## config.mk

```make
export PLATFORM = sky130hd
export DESIGN_NAME = ccr_wb_flat
export DESIGN_NICKNAME = d
export VERILOG_FILES = /design/src/rtl/ccr_wb_if.sv /design/src/rtl/ccr_wb.sv /design/src/flat_wrapper.sv
export SDC_FILE = /design/constraint.sdc
export NUM_CORES = 1
export LEC_CHECK = 0
export CAP_MARGIN = 5
export CORE_MARGIN = 3
export CORE_UTILIZATION = 51
export DETAILED_ROUTE_END_ITERATION = 6
export GPL_ROUTABILITY_DRIVEN = 0
export PLACE_DENSITY = 0.91
export SYNTH_ARGS = -nofsm -noshare
export SYNTH_HDL_FRONTEND = slang
export SYNTH_SLANG_ARGS = --single-unit
```

## constraint.sdc

```tcl
create_clock -name clk -period 2.45 [get_ports clk]
set_input_delay 0.245 -clock clk [delete_from_list [all_inputs] [get_ports clk]]
set_output_delay 0.245 -clock clk [all_outputs]
set_load 0.005 [all_outputs]
```

## src/rtl/ccr_wb_if.sv

```systemverilog
// Result/flag handshake bundle between the upstream ALU, the write-back buffer and its consumer.
// Throughput one transfer per cycle per side; each side uses valid/ready.
interface ccr_wb_if #(
  parameter int OP_SIZE = 4
);
  logic               in_valid;
  logic               in_ready;
  logic [OP_SIZE-1:0] in_r;
  logic [3:0]         in_ccr;
  logic               out_valid;
  logic               out_ready;
  logic [OP_SIZE-1:0] out_r;
  logic [3:0]         out_ccr;

  modport master (
    output in_valid, in_r, in_ccr, out_ready,
    input  in_ready, out_valid, out_r, out_ccr
  );

  modport slave (
    input  in_valid, in_r, in_ccr, out_ready,
    output in_ready, out_valid, out_r, out_ccr
  );
endinterface

```

## src/rtl/ccr_wb.sv

```systemverilog
// 2-entry result/CCR write-back buffer with architectural commit, condition evaluator and optional
// sticky V (CCR_STICKY_V_EN); push->out_valid one cycle, in_ready depends only on registered occupancy.
module ccr_wb #(
  parameter int OP_SIZE = 4
) (
  input  logic               clk,
  input  logic               rst,
  ccr_wb_if.slave            bus,
  output logic [OP_SIZE-1:0] arch_r,
  output logic [3:0]         arch_ccr,
  input  logic [3:0]         cond_sel,
  output logic               cond_true,
  output logic [7:0]         commit_cnt,
  input  logic               sticky_clr,
  output logic               sticky_v
);

  typedef struct packed {
    logic [OP_SIZE-1:0] r;
    logic [3:0]         ccr;
  } ent_t;

  ent_t               ent0_q, ent0_d;
  ent_t               ent1_q, ent1_d;
  ent_t               new_ent;
  logic [1:0]         occ_q, occ_d;
  logic [OP_SIZE-1:0] arch_r_q, arch_r_d;
  logic [3:0]         arch_ccr_q, arch_ccr_d;
  logic [7:0]         cnt_q, cnt_d;
  logic               push, pop;
  logic               flag_c, flag_v, flag_n, flag_z;

  assign bus.in_ready  = (occ_q != 2'd2);
  assign bus.out_valid = (occ_q != 2'd0);
  assign bus.out_r     = bus.out_valid ? ent0_q.r   : '0;
  assign bus.out_ccr   = bus.out_valid ? ent0_q.ccr : 4'd0;

  assign push    = bus.in_valid & bus.in_ready;
  assign pop     = bus.out_valid & bus.out_ready;
  assign new_ent = '{r: bus.in_r, ccr: bus.in_ccr};

  // ent0 is always the head; a pop shifts ent1 down, a push fills the first free slot after the pop.
  always_comb begin
    ent0_d     = ent0_q;
    ent1_d     = ent1_q;
    arch_r_d   = arch_r_q;
    arch_ccr_d = arch_ccr_q;
    cnt_d      = cnt_q;
    occ_d      = occ_q + {1'b0, push} - {1'b0, pop};
    if (pop) begin
      ent0_d     = ent1_q;
      arch_r_d   = ent0_q.r;
      arch_ccr_d = ent0_q.ccr;
      cnt_d      = cnt_q + 8'd1;
    end
    if (push) begin
      if ((occ_q == 2'd0) || pop) begin
        ent0_d = new_ent;
      end else begin
        ent1_d = new_ent;
      end
    end
  end

  always_ff @(posedge clk) begin
    if (rst) begin
      ent0_q     <= '0;
      ent1_q     <= '0;
      occ_q      <= 2'd0;
      arch_r_q   <= '0;
      arch_ccr_q <= 4'd0;
      cnt_q      <= 8'd0;
    end else begin
      ent0_q     <= ent0_d;
      ent1_q     <= ent1_d;
      occ_q      <= occ_d;
      arch_r_q   <= arch_r_d;
      arch_ccr_q <= arch_ccr_d;
      cnt_q      <= cnt_d;
    end
  end

  assign arch_r     = arch_r_q;
  assign arch_ccr   = arch_ccr_q;
  assign commit_cnt = cnt_q;

  assign {flag_c, flag_v, flag_n, flag_z} = arch_ccr_q;

  always_comb begin
    cond_true = 1'b0;
    case (cond_sel)
      4'h0: cond_true = 1'b1;
      4'h1: cond_true = 1'b0;
      4'h2: cond_true = flag_z;
      4'h3: cond_true = ~flag_z;
      4'h4: cond_true = flag_c;
      4'h5: cond_true = ~flag_c;
      4'h6: cond_true = flag_n;
      4'h7: cond_true = ~flag_n;
      4'h8: cond_true = flag_v;
      4'h9: cond_true = ~flag_v;
      4'hA: cond_true = (flag_n == flag_v);
      4'hB: cond_true = (flag_n != flag_v);
      4'hC: cond_true = ~flag_z & (flag_n == flag_v);
      4'hD: cond_true = flag_z | (flag_n != flag_v);
      4'hE: cond_true = ~flag_c & ~flag_z;
      default: cond_true = flag_c | flag_z;
    endcase
  end

`ifdef CCR_STICKY_V_EN
  logic sticky_q, sticky_d;

  // Set wins over clear so an overflow committed in the clearing cycle is not lost.
  always_comb begin
    sticky_d = sticky_q;
    if (sticky_clr) sticky_d = 1'b0;
    if (pop && ent0_q.ccr[2]) sticky_d = 1'b1;
  end

  always_ff @(posedge clk) begin
    if (rst) sticky_q <= 1'b0;
    else     sticky_q <= sticky_d;
  end

  assign sticky_v = sticky_q;
`else
  logic unused_sticky_clr;
  assign unused_sticky_clr = sticky_clr;
  assign sticky_v          = 1'b0;
`endif

endmodule

```

## src/flat_wrapper.sv

```systemverilog
// flat-port wrapper written by rule: the top's interface ports become plain ports
module ccr_wb_flat 
#(
  parameter int OP_SIZE = 4
)
  (clk, rst, arch_r, arch_ccr, cond_sel, cond_true, commit_cnt, sticky_clr, sticky_v, bus_in_valid, bus_in_r, bus_in_ccr, bus_out_ready, bus_in_ready, bus_out_valid, bus_out_r, bus_out_ccr);
  ccr_wb_if #(.OP_SIZE(OP_SIZE)) bus_i ();
  input  logic clk;
  input  logic rst;
  output logic [OP_SIZE-1:0] arch_r;
  output logic [3:0] arch_ccr;
  input  logic [3:0] cond_sel;
  output logic cond_true;
  output logic [7:0] commit_cnt;
  input  logic sticky_clr;
  output logic sticky_v;
  input wire logic [$bits(bus_i.in_valid)-1:0] bus_in_valid;
  input wire logic [$bits(bus_i.in_r)-1:0] bus_in_r;
  input wire logic [$bits(bus_i.in_ccr)-1:0] bus_in_ccr;
  input wire logic [$bits(bus_i.out_ready)-1:0] bus_out_ready;
  output wire logic [$bits(bus_i.in_ready)-1:0] bus_in_ready;
  output wire logic [$bits(bus_i.out_valid)-1:0] bus_out_valid;
  output wire logic [$bits(bus_i.out_r)-1:0] bus_out_r;
  output wire logic [$bits(bus_i.out_ccr)-1:0] bus_out_ccr;
  assign bus_i.in_valid = bus_in_valid;
  assign bus_i.in_r = bus_in_r;
  assign bus_i.in_ccr = bus_in_ccr;
  assign bus_i.out_ready = bus_out_ready;
  assign bus_in_ready = bus_i.in_ready;
  assign bus_out_valid = bus_i.out_valid;
  assign bus_out_r = bus_i.out_r;
  assign bus_out_ccr = bus_i.out_ccr;
  ccr_wb #(.OP_SIZE(OP_SIZE)) u_core (.clk(clk), .rst(rst), .bus(bus_i), .arch_r(arch_r), .arch_ccr(arch_ccr), .cond_sel(cond_sel), .cond_true(cond_true), .commit_cnt(commit_cnt), .sticky_clr(sticky_clr), .sticky_v(sticky_v));
endmodule
```

# Yosys cells after proc, flatten, opt, wreduce, memory -nomap -nowiden
# Cells that the tools add are included.
[classes]
addsub = 3
eq_ne = 17
muxes = 6
bitwise = 11
n_reduce_logical = 5
[ops]
columns = ["op", "count"]
rows = [
  ["$eq A4 B4 Y1 const B", 7],
  ["$mux W8", 3],
  ["$eq A4 B3 Y1 const B", 4],
  ["$pmux W1 S15", 1],
  ["$add A8 B1 Y8 const B", 1],
  ["$eq A4 B2 Y1 const B", 2],
  ["$mux W4", 2],
  ["$not A1 Y1", 5],
  ["$and A1 B1 Y1", 4],
  ["$eq A4 B1 Y1 const B", 1],
  ["$logic_not A4 Y1", 1],
  ["$add A2 B1 Y2", 1],
  ["$logic_not A2 Y1", 1],
  ["$ne A2 B2 Y1 const B", 1],
  ["$or A1 B1 Y1", 2],
  ["$reduce_and A2 Y1", 1],
  ["$reduce_bool A2 Y1", 1],
  ["$sub A2 B1 Y2", 1],
  ["$eq A1 B1 Y1", 1],
  ["$logic_or A1 B1 Y1", 1],
  ["$ne A1 B1 Y1", 1],
]
[totals]
ff_bits = 34
input_bits = 17
word_cells = 50

# Longest topological paths before layout
[depth]
word_depth = 5
depth_mapped = 9
depth_no_buf = 8

# Worst setup path before layout
# OpenSTA, ideal clock, no wires.
[synth_timing]
path_kind = "register -> register"
start = "register u_core.occ_q[1]"
end = "register u_core.occ_q[1]"
setup_ns = 0.128
arrival_time_ns = 1.549
required_time_ns = 2.322
slack_ns = 0.773
path_stages_with_launch = 10
path_buffers = 1
period_less_slack_ns = 1.677
path_cell_list = "dfxtp_1 > o21ai_2 > inv_2 > buf_2 > ha_1 > inv_1 > ha_1 > xor2_1 > xnor2_1 > nor2_1"
[synth_rtl]
columns = ["element", "line", "source"]
rows = [
  ["start: declaration", "ccr_wb.sv:26", "logic [1:0] occ_q, occ_d;"],
  ["start signal: assignment", "ccr_wb.sv:69", "occ_q <= 2'd0;"],
  ["start signal: assignment", "ccr_wb.sv:76", "occ_q <= occ_d;"],
  ["$reduce_bool A2 Y1", "ccr_wb.sv:34", "assign bus.out_valid = (occ_q != 2'd0);"],
  ["$and A1 B1 Y1", "ccr_wb.sv:39", "assign pop = bus.out_valid & bus.out_ready;"],
  ["net u_core.pop", "ccr_wb.sv:30", "logic push, pop;"],
  ["$sub A2 B1 Y2", "ccr_wb.sv:49", "occ_d = occ_q + {1'b0, push} - {1'b0, pop};"],
]
# The timed path passes the listed nets, and every way through them passes these cells.
# A chain may end at the register's enable or synchronous reset.

# Worst setup path after layout
[layout_timing]
start = "register u_core.arch_ccr_q[1], in the netlist u_core.arch_ccr[1]"
end = "output port cond_true"
[layout_between]
elab_chain_len = 3
[layout_lines]
columns = ["element", "line", "source"]
rows = [
  ["start: declaration", "ccr_wb.sv:28", "logic [3:0] arch_ccr_q, arch_ccr_d;"],
  ["start signal: assignment", "ccr_wb.sv:78", "arch_ccr_q <= arch_ccr_d;"],
  ["$ne A1 B1 Y1 / $eq A1 B1 Y1 (equally long branches)", "-", ""],
  ["$or A1 B1 Y1 / $and A1 B1 Y1 (equally long branches)", "ccr_wb.sv:105, ccr_wb.sv:104", ""],
  ["$pmux W1 S15 *", "ccr_wb.sv:91", "case (cond_sel)"],
  ["end: declaration", "flat_wrapper.sv:13", "output logic cond_true;"],
]
# Every way passes the cells marked *; elsewhere a longest branch is shown, timed or not.

==> results.md <==
- Layout Skew: 6.53 ps
- Final Instance Area: 0.00219 mm^2
- Outcome: finished clean
- Worst slew pin tran: 543 ps
- CTS max path bufs: 2
- Most frequent cell after synthesis: nand2_1
- I/O pin count: 45
- CP bufs+invs: 1
- Post-synthesis sequential area ratio: 40.4%
- Final hold viol count: 0
- Largest area contributor in the netlist: dfxtp_1
- Congestion Overflow GR: 0
- Slew Limit Headroom: 63.7%
- Setup Crit Path Kind: reg -> out
- CTS HTree Levels: 2
- Clock sink count: 34
- Ys Warns: 0
- FF/Latch Area: 681 um^2
- Num CTS Buffers: 5
- Crit. Startpoint: u_core.arch_ccr[1]
- Post-DP Area: 0.00212 mm^2
- MaxCap Viol Count: 0
- DR WL/cell: 12.1 um
- Worst-Skew Late Latency: 340 ps
- Synth cell types: 37
- Fin. max-slew vios: 0
- Kind of cell adding the most delay to the critical path: simple AND/OR/NAND/NOR gates
- 1st-pass router iterations: 4
- Core Util, Final: 70.6%
- Post-synth top area share: 40.4%
- TritonCTS clock tree: yes
- RSZ-0062 raised after global routing: no
- PwrDens: 738 mW/mm^2
- Die area: 0.00403 mm^2
- RR Startpoint: u_core.occ_q[1]
- Clock transition at the registers of the reported paths: 100 ps
- Data arrival time of the critical path: 2040 ps
- Row count: 20
- Syn avg cell area: 8.51 um^2
- Achievable clock frequency: 0.438 GHz
- Total number of vias: 1461
- Share of layout cells above drive strength 1: 12.9%
- Worst path cell trace: xor2_1 -> or4_1 -> nand4_1 -> o211a_1 -> clkdlybuf4s50_1
- Total Wirelength: 3430 um
- Total track usage: 18.4%
- Tmin final: 2280 ps
- Leak: 0.884 nW
- Final worst-path cycle share: 93.2%
- Fin Hold WS: 460 ps
- Number of synthesized flops with an enable pin: 0
- Setup bufs post-CTS: 0
- Multi-input logic area: 915 um^2
- Initial Util: 54.3%
- Buffers on Ports: 42
- #FFs+latches synth: 34
- Max incr delay on CP: 490 ps
- Pin count of the biggest net entering global routing: 35
- DRT antenna net count: 0
- Critical path's slowest cell: clkdlybuf4s50_1
- Max FO, Critical Path: 5
- Root Buffer: clkbuf_4
- CP endpoint kind: output pin
- Die H: 63.5 um
- Mapped cell area: 0.00168 mm^2
- First-pass GRT wire length: 5870 um
- Count of final setup violators: 0
- Core area: 0.00310 mm^2
- Starting DRT DRC Count: 57
- Peak supply drop: 0.000499 V
- Syn Inst Count: 198
- Worst setup SP type: register
- Die W: 63.5 um
- Antenna cells: 0
- Hold path startpoint: u_core.arch_r[0]
- Drc violations: 0
- Syn_nets: 218
- Via-per-instance ratio: 5.14
- Dpl hpwl: 2370 um
- Nets@finish: 259
- Fillers: 268
- Async SR Flop Fraction: 0%
- Synth Flop Type: dfxtp_1
- Vias in the first global route: 1371
- P&R area growth vs syn: 30.0%
- Synth top area cells: dfxtp_1 (40%), nand2_1 (8.5%), mux2i_1 (6.5%)
- Sum Neg Setup Slack: 0 ps
- WP data required: 2200 ps
- Top cells by instance count after synthesis: nand2_1 (38), dfxtp_1 (34), nor2_1 (24), mux2i_1 (11), a21oi_1 (10)
- Initial antenna violation count: 0
- Hold crit path type: reg -> reg
-- per-layer routing --
metal,vias up,track usage (%),wire (um)
li1,752,-,-
met1,675,20.5,1560
met2,29,31.8,1670
met3,5,6.24,147
met4,0,7.28,56
met5,-,0,0
-- logic make-up after synthesis --
kind of cell    synth area share [%]
other cells                    0.223
buf+inv                         5.50
mux                             6.54
flops                           40.4
simple gates                    29.0
xor+xnor                        4.68
fa+ha+maj                       2.23
compound gates                  11.4
-- power by group --
part	leakage, nW	total (W)	switching, W	internal [W]
Combinational	0.572	0.000581	0.000277	0.000305
Sequential	0.277	0.000712	0.0000762	0.000636
Clock	0.0353	0.000322	0.000183	0.000139
Total	0.884	0.00162	0.000536	0.00108
-- what timing repair did --
item / CTS / global route
resized for setup: 0 / 2
endpoints found under the setup margin: 0 / 1
hold buffers: 0 / 0
-- metrics by stage --
stage / total power (W) / instances / worst slack, ps
finish: 0.00162 / 284 / 166
global route: 0.00173 / 284 / 7.57
CTS: 0.00163 / 284 / 93.9
detailed placement: 0.00130 / 276 / 93.9
global placement: 0.00129 / 276 / 116
floorplan: 0.00108 / 198 / 773
-- cells in the final DEF (no fill, tap or decap), types with 2 or more instances in the layout --
| master | n |
|---|---|
| clkdlybuf4s50_1 | 41 |
| nand2_1 | 38 |
| dfxtp_1 | 34 |
| nor2_1 | 24 |
| mux2i_1 | 10 |
| a21oi_1 | 10 |
| and2b_2 | 8 |
| a311oi_1 | 7 |
| xor2_1 | 5 |
| nand4_1 | 5 |
| clkbuf_4 | 5 |
| buf_4 | 5 |
| inv_1 | 4 |
| xnor2_1 | 4 |
| nor2_2 | 3 |
| nand3b_1 | 3 |
| ha_1 | 3 |
| and2_1 | 2 |
| or3_1 | 2 |
| o21ai_0 | 2 |
| nand3_1 | 2 |
| nor2b_1 | 2 |
| a311oi_2 | 2 |
| nor3_2 | 2 |
-- worst min-delay path: cells and delay by family, from the launching register on --
| family | cells | cell delay, ps |
|---|---|---|
| AO/OA/AOI/OAI | 1 | 50 |
| AND/OR/NAND/NOR | 1 | 50 |
| flip-flops | 1 | 320 |
-- sequential cells by signal (all words and copies together), names as in the netlist --
signal and cells:
u_core.commit_cnt 8, u_core.arch_r 4, u_core.ent0_q 8, u_core.ent1_q 8, u_core.arch_ccr 4, u_core.occ_q 2
-- final timing paths --
check,end,slack [ps],cells past startpoint
min,u_core.arch_r[0],460,2
max,cond_true,170,5
max reg2reg,u_core.occ_q[1],900,8
min reg2reg,u_core.arch_r[0],460,2
-- area by class of cell --
cell class              instances  area share (%)
clock buffers                   7            2.51
clock inverters                 1           0.229
inverters                       5           0.857
multi-input cells             146            41.8
flip-flops and latches         34            31.1
well taps                      44            2.51
repair buffers                 47            21.0
No activity file was read; power rests on OpenSTA's default activity.
